===== config.mk =====
export PLATFORM = sky130hd
export DESIGN_NAME = uart_tx_arbiter_flat
export DESIGN_NICKNAME = d
export VERILOG_FILES = /design/src/rtl/uart_tx_pkg.sv /design/src/rtl/uart_tx_arbiter_if.sv /design/src/rtl/uart_rr_arbiter.sv /design/src/rtl/uart_tx_arbiter.sv /design/src/flat_wrapper.sv
export SDC_FILE = /design/constraint.sdc
export NUM_CORES = 1
export LEC_CHECK = 0
export ABC_AREA = 1
export CAP_MARGIN = 25
export CORE_MARGIN = 2
export CORE_UTILIZATION = 40
export DETAILED_ROUTE_END_ITERATION = 6
export GPL_TIMING_DRIVEN = 0
export PLACE_DENSITY_LB_ADDON = 0.3
export SYNTH_ARGS = -nofsm -noshare
export SYNTH_HDL_FRONTEND = slang
export SYNTH_HIERARCHICAL = 1
export SYNTH_SLANG_ARGS = --single-unit

===== constraint.sdc =====
create_clock -name CLK_Baudin -period 3.6 [get_ports CLK_Baudin]
set_clock_uncertainty 0.1 [all_clocks]
set_input_delay 0.9 -clock CLK_Baudin [delete_from_list [all_inputs] [get_ports CLK_Baudin]]
set_output_delay 0.9 -clock CLK_Baudin [all_outputs]
set_load 0.05 [all_outputs]

===== src/rtl/uart_tx_pkg.sv =====
// Shared types and defaults for the UART transmit arbiter slice.
package uart_tx_pkg;

  typedef enum logic [1:0] {
    IDLE,
    ISSUE,
    WAIT_DONE,
    GAP
  } tx_state_e;

  localparam int unsigned FRAME_W            = 32;
  localparam int unsigned NUM_REQ_DEF        = 4;
  localparam int unsigned GAP_CYCLES_DEF     = 2;
  localparam int unsigned TIMEOUT_CYCLES_DEF = 64;

  // Counter/index width able to hold 0..n-1, never narrower than one bit.
  function automatic int unsigned cnt_w(input int unsigned n);
    return (n <= 1) ? 1 : $clog2(n);
  endfunction

endpackage


===== src/rtl/uart_tx_arbiter_if.sv =====
// Requester and transmitter handshake bundle of the UART transmit arbiter.
interface uart_tx_arbiter_if
  import uart_tx_pkg::*;
#(
  parameter int unsigned NUM_REQ = NUM_REQ_DEF
);
  logic [NUM_REQ-1:0]         req_i;
  logic [FRAME_W*NUM_REQ-1:0] req_data_i;
  logic [NUM_REQ-1:0]         grant_o;
  logic [NUM_REQ-1:0]         done_o;
  logic                       NewData;
  logic [FRAME_W-1:0]         DataIn;
  logic                       DoneTx;
  logic                       busy_o;
  logic                       timeout_o;

  modport master (
    output req_i, req_data_i, DoneTx,
    input  grant_o, done_o, NewData, DataIn, busy_o, timeout_o
  );

  modport slave (
    input  req_i, req_data_i, DoneTx,
    output grant_o, done_o, NewData, DataIn, busy_o, timeout_o
  );
endinterface


===== src/rtl/uart_rr_arbiter.sv =====
// Pointer-based round-robin selector: lowest requester at or after ptr wins.
module uart_rr_arbiter
  import uart_tx_pkg::*;
#(
  parameter  int unsigned NUM_REQ = NUM_REQ_DEF,
  localparam int unsigned IDX_W   = cnt_w(NUM_REQ)
) (
  input  logic [NUM_REQ-1:0] req,
  input  logic [IDX_W-1:0]   ptr,
  output logic [NUM_REQ-1:0] grant,
  output logic [IDX_W-1:0]   grant_idx
);

  always_comb begin
    int unsigned cand;
    logic        found;
    grant     = '0;
    grant_idx = '0;
    found     = 1'b0;
    cand      = 0;
    for (int unsigned i = 0; i < NUM_REQ; i++) begin
      // ptr is always below NUM_REQ, so one wrap subtraction suffices.
      cand = 32'(ptr) + i;
      if (cand >= NUM_REQ) cand = cand - NUM_REQ;
      if (!found && req[IDX_W'(cand)]) begin
        found     = 1'b1;
        grant     = NUM_REQ'(1) << cand;
        grant_idx = IDX_W'(cand);
      end
    end
  end

endmodule


===== src/rtl/uart_tx_arbiter.sv =====
// Shares one 32-bit UART transmitter among NUM_REQ requesters, round-robin.
// Optional DoneTx watchdog enabled by defining UART_TX_ARB_TIMEOUT_EN.
module uart_tx_arbiter
  import uart_tx_pkg::*;
#(
  parameter int unsigned NUM_REQ        = NUM_REQ_DEF,
  parameter int unsigned GAP_CYCLES     = GAP_CYCLES_DEF,
  parameter int unsigned TIMEOUT_CYCLES = TIMEOUT_CYCLES_DEF
) (
  input  logic             CLK_Baudin,
  input  logic             RstTx,
  uart_tx_arbiter_if.slave bus
);

  localparam int unsigned      IDX_W      = cnt_w(NUM_REQ);
  localparam int unsigned      GAP_W      = cnt_w(GAP_CYCLES);
  localparam logic [IDX_W-1:0] LAST_IDX   = IDX_W'(NUM_REQ - 1);
  localparam logic [GAP_W-1:0] GAP_LAST   = GAP_W'((GAP_CYCLES > 0) ? GAP_CYCLES - 1 : 0);
  localparam tx_state_e        AFTER_DONE = (GAP_CYCLES == 0) ? IDLE : GAP;

  tx_state_e          state;
  logic [IDX_W-1:0]   ptr;
  logic [IDX_W-1:0]   rr_idx;
  logic [NUM_REQ-1:0] rr_gnt;
  logic [NUM_REQ-1:0] owner;
  logic [NUM_REQ-1:0] grant_r;
  logic [NUM_REQ-1:0] done_r;
  logic [FRAME_W-1:0] sel_data;
  logic [FRAME_W-1:0] data_r;
  logic               newdata_r;
  logic [GAP_W-1:0]   gap_cnt;

  uart_rr_arbiter #(.NUM_REQ(NUM_REQ)) u_rr (
    .req       (bus.req_i),
    .ptr       (ptr),
    .grant     (rr_gnt),
    .grant_idx (rr_idx)
  );

  assign sel_data = FRAME_W'(bus.req_data_i >> (FRAME_W * 32'(rr_idx)));

`ifdef UART_TX_ARB_TIMEOUT_EN
  localparam int unsigned     TO_W    = cnt_w(TIMEOUT_CYCLES);
  localparam logic [TO_W-1:0] TO_LAST = TO_W'(TIMEOUT_CYCLES - 1);

  logic [TO_W-1:0] wait_cnt;
  logic            timeout_r;

  assign bus.timeout_o = timeout_r;
`else
  assign bus.timeout_o = 1'b0;
`endif

  assign bus.grant_o = grant_r;
  assign bus.done_o  = done_r;
  assign bus.NewData = newdata_r;
  assign bus.DataIn  = data_r;
  assign bus.busy_o  = (state != IDLE);

  always_ff @(posedge CLK_Baudin) begin
    if (!RstTx) begin
      state     <= IDLE;
      ptr       <= '0;
      owner     <= '0;
      grant_r   <= '0;
      done_r    <= '0;
      newdata_r <= 1'b0;
      data_r    <= '0;
      gap_cnt   <= '0;
`ifdef UART_TX_ARB_TIMEOUT_EN
      wait_cnt  <= '0;
      timeout_r <= 1'b0;
`endif
    end else begin
      grant_r   <= '0;
      done_r    <= '0;
      newdata_r <= 1'b0;
`ifdef UART_TX_ARB_TIMEOUT_EN
      timeout_r <= 1'b0;
`endif
      case (state)
        IDLE: begin
          if (|bus.req_i) begin
            grant_r <= rr_gnt;
            owner   <= rr_gnt;
            data_r  <= sel_data;
            ptr     <= (rr_idx == LAST_IDX) ? '0 : rr_idx + 1'b1;
            state   <= ISSUE;
          end
        end
        ISSUE: begin
          newdata_r <= 1'b1;
`ifdef UART_TX_ARB_TIMEOUT_EN
          wait_cnt  <= '0;
`endif
          state     <= WAIT_DONE;
        end
        WAIT_DONE: begin
          // DoneTx is checked first so it wins over a same-cycle timeout.
          if (bus.DoneTx) begin
            done_r <= owner;
            state  <= AFTER_DONE;
          end
`ifdef UART_TX_ARB_TIMEOUT_EN
          else if (wait_cnt == TO_LAST) begin
            timeout_r <= 1'b1;
            state     <= AFTER_DONE;
          end else begin
            wait_cnt <= wait_cnt + 1'b1;
          end
`endif
        end
        GAP: begin
          if (gap_cnt == GAP_LAST) begin
            gap_cnt <= '0;
            state   <= IDLE;
          end else begin
            gap_cnt <= gap_cnt + 1'b1;
          end
        end
        default: state <= IDLE;
      endcase
    end
  end

endmodule


===== src/flat_wrapper.sv =====
// flat-port wrapper written by rule: the top's interface ports become plain ports
module uart_tx_arbiter_flat import uart_tx_pkg::*;
#(
  parameter int unsigned NUM_REQ        = NUM_REQ_DEF,
  parameter int unsigned GAP_CYCLES     = GAP_CYCLES_DEF,
  parameter int unsigned TIMEOUT_CYCLES = TIMEOUT_CYCLES_DEF
)
  (CLK_Baudin, RstTx, bus_req_i, bus_req_data_i, bus_DoneTx, bus_grant_o, bus_done_o, bus_NewData, bus_DataIn, bus_busy_o, bus_timeout_o);
  uart_tx_arbiter_if #(.NUM_REQ(NUM_REQ)) bus_i ();
  input  logic CLK_Baudin;
  input  logic RstTx;
  input wire logic [$bits(bus_i.req_i)-1:0] bus_req_i;
  input wire logic [$bits(bus_i.req_data_i)-1:0] bus_req_data_i;
  input wire logic [$bits(bus_i.DoneTx)-1:0] bus_DoneTx;
  output wire logic [$bits(bus_i.grant_o)-1:0] bus_grant_o;
  output wire logic [$bits(bus_i.done_o)-1:0] bus_done_o;
  output wire logic [$bits(bus_i.NewData)-1:0] bus_NewData;
  output wire logic [$bits(bus_i.DataIn)-1:0] bus_DataIn;
  output wire logic [$bits(bus_i.busy_o)-1:0] bus_busy_o;
  output wire logic [$bits(bus_i.timeout_o)-1:0] bus_timeout_o;
  assign bus_i.req_i = bus_req_i;
  assign bus_i.req_data_i = bus_req_data_i;
  assign bus_i.DoneTx = bus_DoneTx;
  assign bus_grant_o = bus_i.grant_o;
  assign bus_done_o = bus_i.done_o;
  assign bus_NewData = bus_i.NewData;
  assign bus_DataIn = bus_i.DataIn;
  assign bus_busy_o = bus_i.busy_o;
  assign bus_timeout_o = bus_i.timeout_o;
  uart_tx_arbiter #(.NUM_REQ(NUM_REQ), .GAP_CYCLES(GAP_CYCLES), .TIMEOUT_CYCLES(TIMEOUT_CYCLES)) u_core (.CLK_Baudin(CLK_Baudin), .RstTx(RstTx), .bus(bus_i));
endmodule

==> impl_metrics.tcl <==
set metrics [dict create \
    hp-start "u_core/owner[2]" \
    finalHoldViolCount 0 \
    yosysTopAreaCellShare_pct 30.6 \
    cts_inserted_buffers 5 \
    vias 4005 \
    synthDistinctLibCells 25 \
    status "finished, final reports clean" \
    avgSynthCellArea_um2 6.32 \
    top_layer "met4" \
    synth_area_leader_cell "dfxtp_1" \
    cap_violations 0 \
    required_ps 3690 \
    yosysSeqAreaShare_pct 30.6 \
    p_total_w 0.00454 \
    tritoncts "done" \
    cts_buffer_depth 2 \
    period_share_pct 86.9 \
    antenna_found_initial 0 \
    clkTransAtPathRegs_ps 90 \
    wl_met1_mm 4.24 \
    postRouteAntennaNets 0 \
    critPathTopFamily "buffers and inverters" \
    fin_crit_ps 3130 \
    rsz0062_at_grt "no" \
    syn_to_final_growth_pct 60.0 \
    syn-num-nets 665 \
    drt_first_pass_iters 4 \
    synth_seq_cells 50 \
    gp_congestion 0.876 \
    drv_slew 0 \
    reg2reg_from "u_core/ptr[0]" \
    grt_max_degree 15 \
    setup_viol 0 \
    via_per_inst 5.00 \
    worstMarginPinSlew_ps 575 \
    wirelength_mm 11.1 \
    crit_slowest_cell "dfxtp_1" \
    end_kind "flip-flop" \
    num_rows 32 \
    drc_errors 0 \
    peakVddDrop_v 0.000711 \
    wl_met2_mm 5.78 \
    grt_pass1_vias 3783 \
    routedWlPerCell_um 13.9 \
    chipWidth_um 94.4 \
    drtIter0Drc 139 \
    drive_above_1_share_pct 7.73 \
    path_buf_inv 4 \
    cts_hold_buf 0 \
    diodes 0 \
    dpl.hpwl_mm 9.19 \
    synth.cell_area_mm2 0.00327 \
    nFillCells 681 \
    yosys-top-cells-area "dfxtp_1 31%, nand2_1 21%, nand3_1 19%" \
    clock_latency_ps 300 \
    cts_root_buffer "clkbuf_8" \
    stdcell_count 801 \
    criticalPathCategory "reg2reg" \
    grt_pass1_wl_mm 17.0 \
    postCtsSetupBuffers 0 \
    die-area_mm2 0.00891 \
    startpoint "u_core/ptr[0]" \
    power_density_mw_per_mm2 868 \
    cpMostUsedCell "nand3_1" \
    worstPathArrival_ps 3220 \
    met3WireLength_um 895 \
    grt.total_usage_pct 24.1 \
    cts_resized 0 \
    max_freq_mhz 320 \
    io_pins 178 \
    cts.sinks 50 \
    fin_tns_setup_ps 0 \
    cts_max_level 2 \
    startpoint_type "flip-flop" \
    gr-total-overflow 0 \
    p_leak_nw 2.30 \
    hold_class "reg2reg" \
    max_stage_delay_ps 600 \
    path_cells "inv_2 > ha_1 > inv_1 > nand3_1 > nand2_1 > nor2_2 > a21oi_1 > nand3_1 > buf_2 > clkbuf_1 > nand3_1 > nand2_1 > o21ai_1" \
    io_buffers 175 \
    yosysWarnings 6 \
    dp_cells 794 \
    final_core_util_pct 67.0 \
    nNetsFinal 847 \
    netlist_instances 517 \
    relSlewSlack_pct 61.5 \
    core-area_mm2 0.00781 \
    start_util_pct 41.9 \
    path_max_fanout 12 \
    die_y_um 94.4 \
]
[layout make-up]
class | instances | area, um^2 | share of cell area (%)
timing repair buffer | 175 | 1750 | 33.5
sequential | 50 | 1000 | 19.1
tap | 102 | 128 | 2.44
clock buffer | 6 | 72.6 | 1.39
inverter | 28 | 105 | 2.01
clock inverter | 1 | 7.51 | 0.144
buffer | 35 | 229 | 4.38
multi-input combinational | 404 | 1930 | 37.0
[per-layer routing]
metal  vias up  global-route usage [%]
met3        16                    7.26
met4         0                    6.04
met2       161                    45.6
met1      1781                    26.2
li1       2047                       -
met5         -                       0
[placed cells by master (no fill, tap or decap)]
| cell | netlist | routed |
|---|---|---|
| nand2_1 | 185 | 185 |
| clkdlybuf4s50_1 | 0 | 175 |
| nand3_1 | 122 | 122 |
| dfxtp_1 | 50 | 50 |
| o21ai_1 | 37 | 37 |
| inv_1 | 25 | 25 |
| buf_2 | 18 | 18 |
| ha_1 | 13 | 13 |
| nor2_1 | 12 | 12 |
| a21oi_1 | 9 | 9 |
| buf_6 | 8 | 8 |
| nand2_2 | 6 | 6 |
| nand4_1 | 6 | 6 |
| clkbuf_8 | 0 | 5 |
| a21boi_0 | 5 | 5 |
| clkbuf_1 | 3 | 4 |
| clkbuf_2 | 3 | 3 |
| inv_2 | 3 | 3 |
| buf_4 | 3 | 3 |
| or2_2 | 2 | 2 |
| clkinvlp_4 | 0 | 1 |
| o21ai_0 | 1 | 1 |
| conb_1 | 1 | 1 |
| nand3_2 | 1 | 1 |
| nand3_4 | 1 | 1 |
| nand2_4 | 1 | 1 |
| nor2_4 | 1 | 1 |
| nor2_2 | 1 | 1 |
[synth_stat cells, drive strengths merged]
| master | n |
|---|---|
| buf | 29 |
| clkbuf | 6 |
| dfxtp | 50 |
| conb | 1 |
| nand4 | 6 |
| inv | 28 |
| a21boi | 5 |
| nand2 | 192 |
| o21ai | 38 |
| nand3 | 124 |
| nor2 | 14 |
| a21oi | 9 |
| or2 | 2 |
| ha | 13 |
[final timing paths]
kind	depth (start not counted)	to	slack, ps
setup / recovery	13	u_core/bus.DataIn[1]	470
hold / removal	2	u_core/bus.done_o[2]	330
setup reg to reg	13	u_core/bus.DataIn[1]	470
hold reg to reg	2	u_core/bus.done_o[2]	330
[flip-flops by register name, summed over array words and instances (netlist names)]
register and flops:
u_core/bus.DataIn 32, u_core/bus.done_o 4, u_core/bus.grant_o 4, u_core/owner 4
u_core/ptr 2, u_core/state 2, u_core/bus.NewData 1, u_core/gap_cnt 1
[worst register-to-register path: stages, from the launching register on]
cell	delay, ps
dfxtp_1	600
inv_2	210
ha_1	420
inv_1	110
nand3_1	100
nand2_1	60
nor2_2	230
a21oi_1	110
nand3_1	150
buf_2	190
clkbuf_1	420
nand3_1	180
nand2_1	90
o21ai_1	50
[cell families after synthesis]
group / Yosys count / share of synthesized area (%)
AND/OR/NAND/NOR: 338 / 45.7
buffers and inverters: 63 / 10.2
AO/OA/AOI/OAI: 52 / 8.35
flip-flops: 50 / 30.6
adder cells (fa/ha/maj): 13 / 4.98
other: 1 / 0.115
[metrics by stage]
stage	instance area, um^2	setup slack (ps)	hold WS, ps
2_1_floorplan	3270	1100	309
3_3_place_gp	5150	278	319
3_5_place_dp	5150	203	325
4_1_cts	5230	490	337
5_1_grt	5230	240	358
6_report	5230	472	334
[where the power goes]
group          internal (W)  switching, W  leakage (nW)  total [W]
Combinational       0.00122       0.00218          1.85    0.00340
Sequential         0.000725      0.000103         0.411   0.000828
Clock              0.000134      0.000178        0.0373   0.000311
(Power assumes the default switching activity.)
==> variant, RTL diff (same flow settings) <==
Encoding of `tx_state_e`: now Gray code (2 bits for 4 states).
--- a/src/rtl/uart_tx_pkg.sv
+++ b/src/rtl/uart_tx_pkg.sv
@@ -2,10 +2,10 @@
 package uart_tx_pkg;
 
   typedef enum logic [1:0] {
-    IDLE,
-    ISSUE,
-    WAIT_DONE,
-    GAP
+    IDLE      = 2'b00,
+    ISSUE     = 2'b01,
+    WAIT_DONE = 2'b11,
+    GAP       = 2'b10
   } tx_state_e;
 
   localparam int unsigned FRAME_W            = 32;
Check against the original RTL: no difference found for any inputs over 4 cycles, from zero or initial values and one cycle with RstTx low; so few cycles prove little.
==> variant against the unedited design <==
- total power rose by 30%
- fmax fell by 2.2%
- via count rose by 15%
- routed wire length rose by 10%
- sequential cell count did not move
- final area rose by 13%
- critical path type unchanged
- area after synthesis rose by 20%
- worst setup slack got worse by 0.069 ns
- combinational power rose by 36%
==> variant: results (changes against the unedited design) <==
[status]
status=complete, no violations

[grt]
gr-usage-met3_pct=4.000  ; -3.3 points
grt_max_degree=19  ; +4
grt_pass1_wl_mm=19.01  ; +12%
grt_pass1_vias=4250  ; +12%
grt.met2_usage_pct=38.21  ; -7.4 points
track_usage_pct=22.53  ; -1.6 points
met1_usage_pct=28.90  ; +2.7 points

[finish]
buf_share_pct=33.73  ; -4.2 points
multi_input_area_share_pct=35.27  ; -1.7 points
fillers=923  ; +36%
clockBufferCount=5  ; -1
final_nets=995  ; +17%
nNonClkBuffers=209  ; -0.48%
clkCellAreaFrac_pct=1.645  ; +0.11 points
multi_input_cells=432  ; +6.9%
inv_count=153  ; +450%
drive_gt1_share_pct=8.685  ; +0.96 points
seq_cell_count=50  ; unchanged
design_area_sq_mm=0.005932  ; +13%

[route]
drt-met1-wl_mm=5.219  ; +23%
drtIter0Drc=207  ; +49%
vias=4587  ; +15%
route.met3.wl_microns=883  ; -1.3%
dr.pass1.iters=7  ; +3
wl_met2_mm=5.892  ; +2.0%
via_per_inst=4.657  ; -6.9%
routed_wl_mm=12.21  ; +10%

[synth]
synthAdderAreaFrac_pct=2.875  ; -2.1 points
synthMuxAreaShare_pct=0  ; unchanged
yosysSeqAreaShare_pct=25.56  ; -5.1 points
synth_fp_nets=813  ; +22%
synth_area_leaders=dfxtp_1 26%, nand2_1 24%, inv_1 14%, nand3_1 13%, nand3_2 5.4%
synth_compound_area_share_pct=2.620  ; -5.7 points
ys_top_cells_by_count=247 x nand2_1, 150 x inv_1, 102 x nand3_1
synthArstFlopShare_pct=0  ; unchanged
synthXorXnorAreaFrac_pct=0  ; unchanged
avgSynthCellArea_sq_um=5.854  ; -7.4%
ys_types=28  ; +12%

[floorplan]
dieArea_sq_mm=0.01060  ; +19%

[clock_network]
clk_pin_slew_ns=0.11  ; +0.02 ns
htreeDepth=2  ; unchanged

[critical_path]
crit_family=buffers and inverters
cp.arrival_ns=3.35  ; +0.13 ns
slowest_delay_ns=0.63  ; +0.03 ns

[place]
gp_congestion=0.9641  ; +10%
postPlaceCellArea_sq_mm=0.005834  ; +13%
port-buffer-count=175  ; unchanged
dp_hpwl_mm=9.711  ; +5.7%
pre_cts_ws_ns=0.2388  ; +0.03574 ns
dp.cells=977  ; +23%

[timing]
maxSlewHeadroom_pct=64.70  ; +3.2 points

[power_and_ir_drop]
peakVddDrop_mv=0.5725  ; -19%
power.leakage_nw=3.162  ; +38%

## variant: power by group
part | leakage, nW | switching [mW] | internal [mW] | total [mW]
registers | 0.411 | 0.161 | 0.760 | 0.921
logic | 2.70 | 3.01 | 1.59 | 4.61
clock network | 0.0506 | 0.211 | 0.146 | 0.357
total | 3.16 | 3.39 | 2.50 | 5.88
## variant: worst paths after layout
| path | from | end | slack, ns | depth (start not counted) |
|---|---|---|---|---|
| setup / recovery | u_core/ptr[0]$_SDFFE_PN0P_ | u_core/bus.DataIn[6]$_SDFFE_PN0P_ | 0.40 | 15 |
| hold reg to reg | u_core/owner[3]$_SDFFE_PN0P_ | u_core/bus.done_o[3]$_SDFF_PN0_ | 0.34 | 2 |
| hold / removal | u_core/owner[3]$_SDFFE_PN0P_ | u_core/bus.done_o[3]$_SDFF_PN0_ | 0.34 | 2 |
| setup reg to reg | u_core/ptr[0]$_SDFFE_PN0P_ | u_core/bus.DataIn[6]$_SDFFE_PN0P_ | 0.40 | 15 |
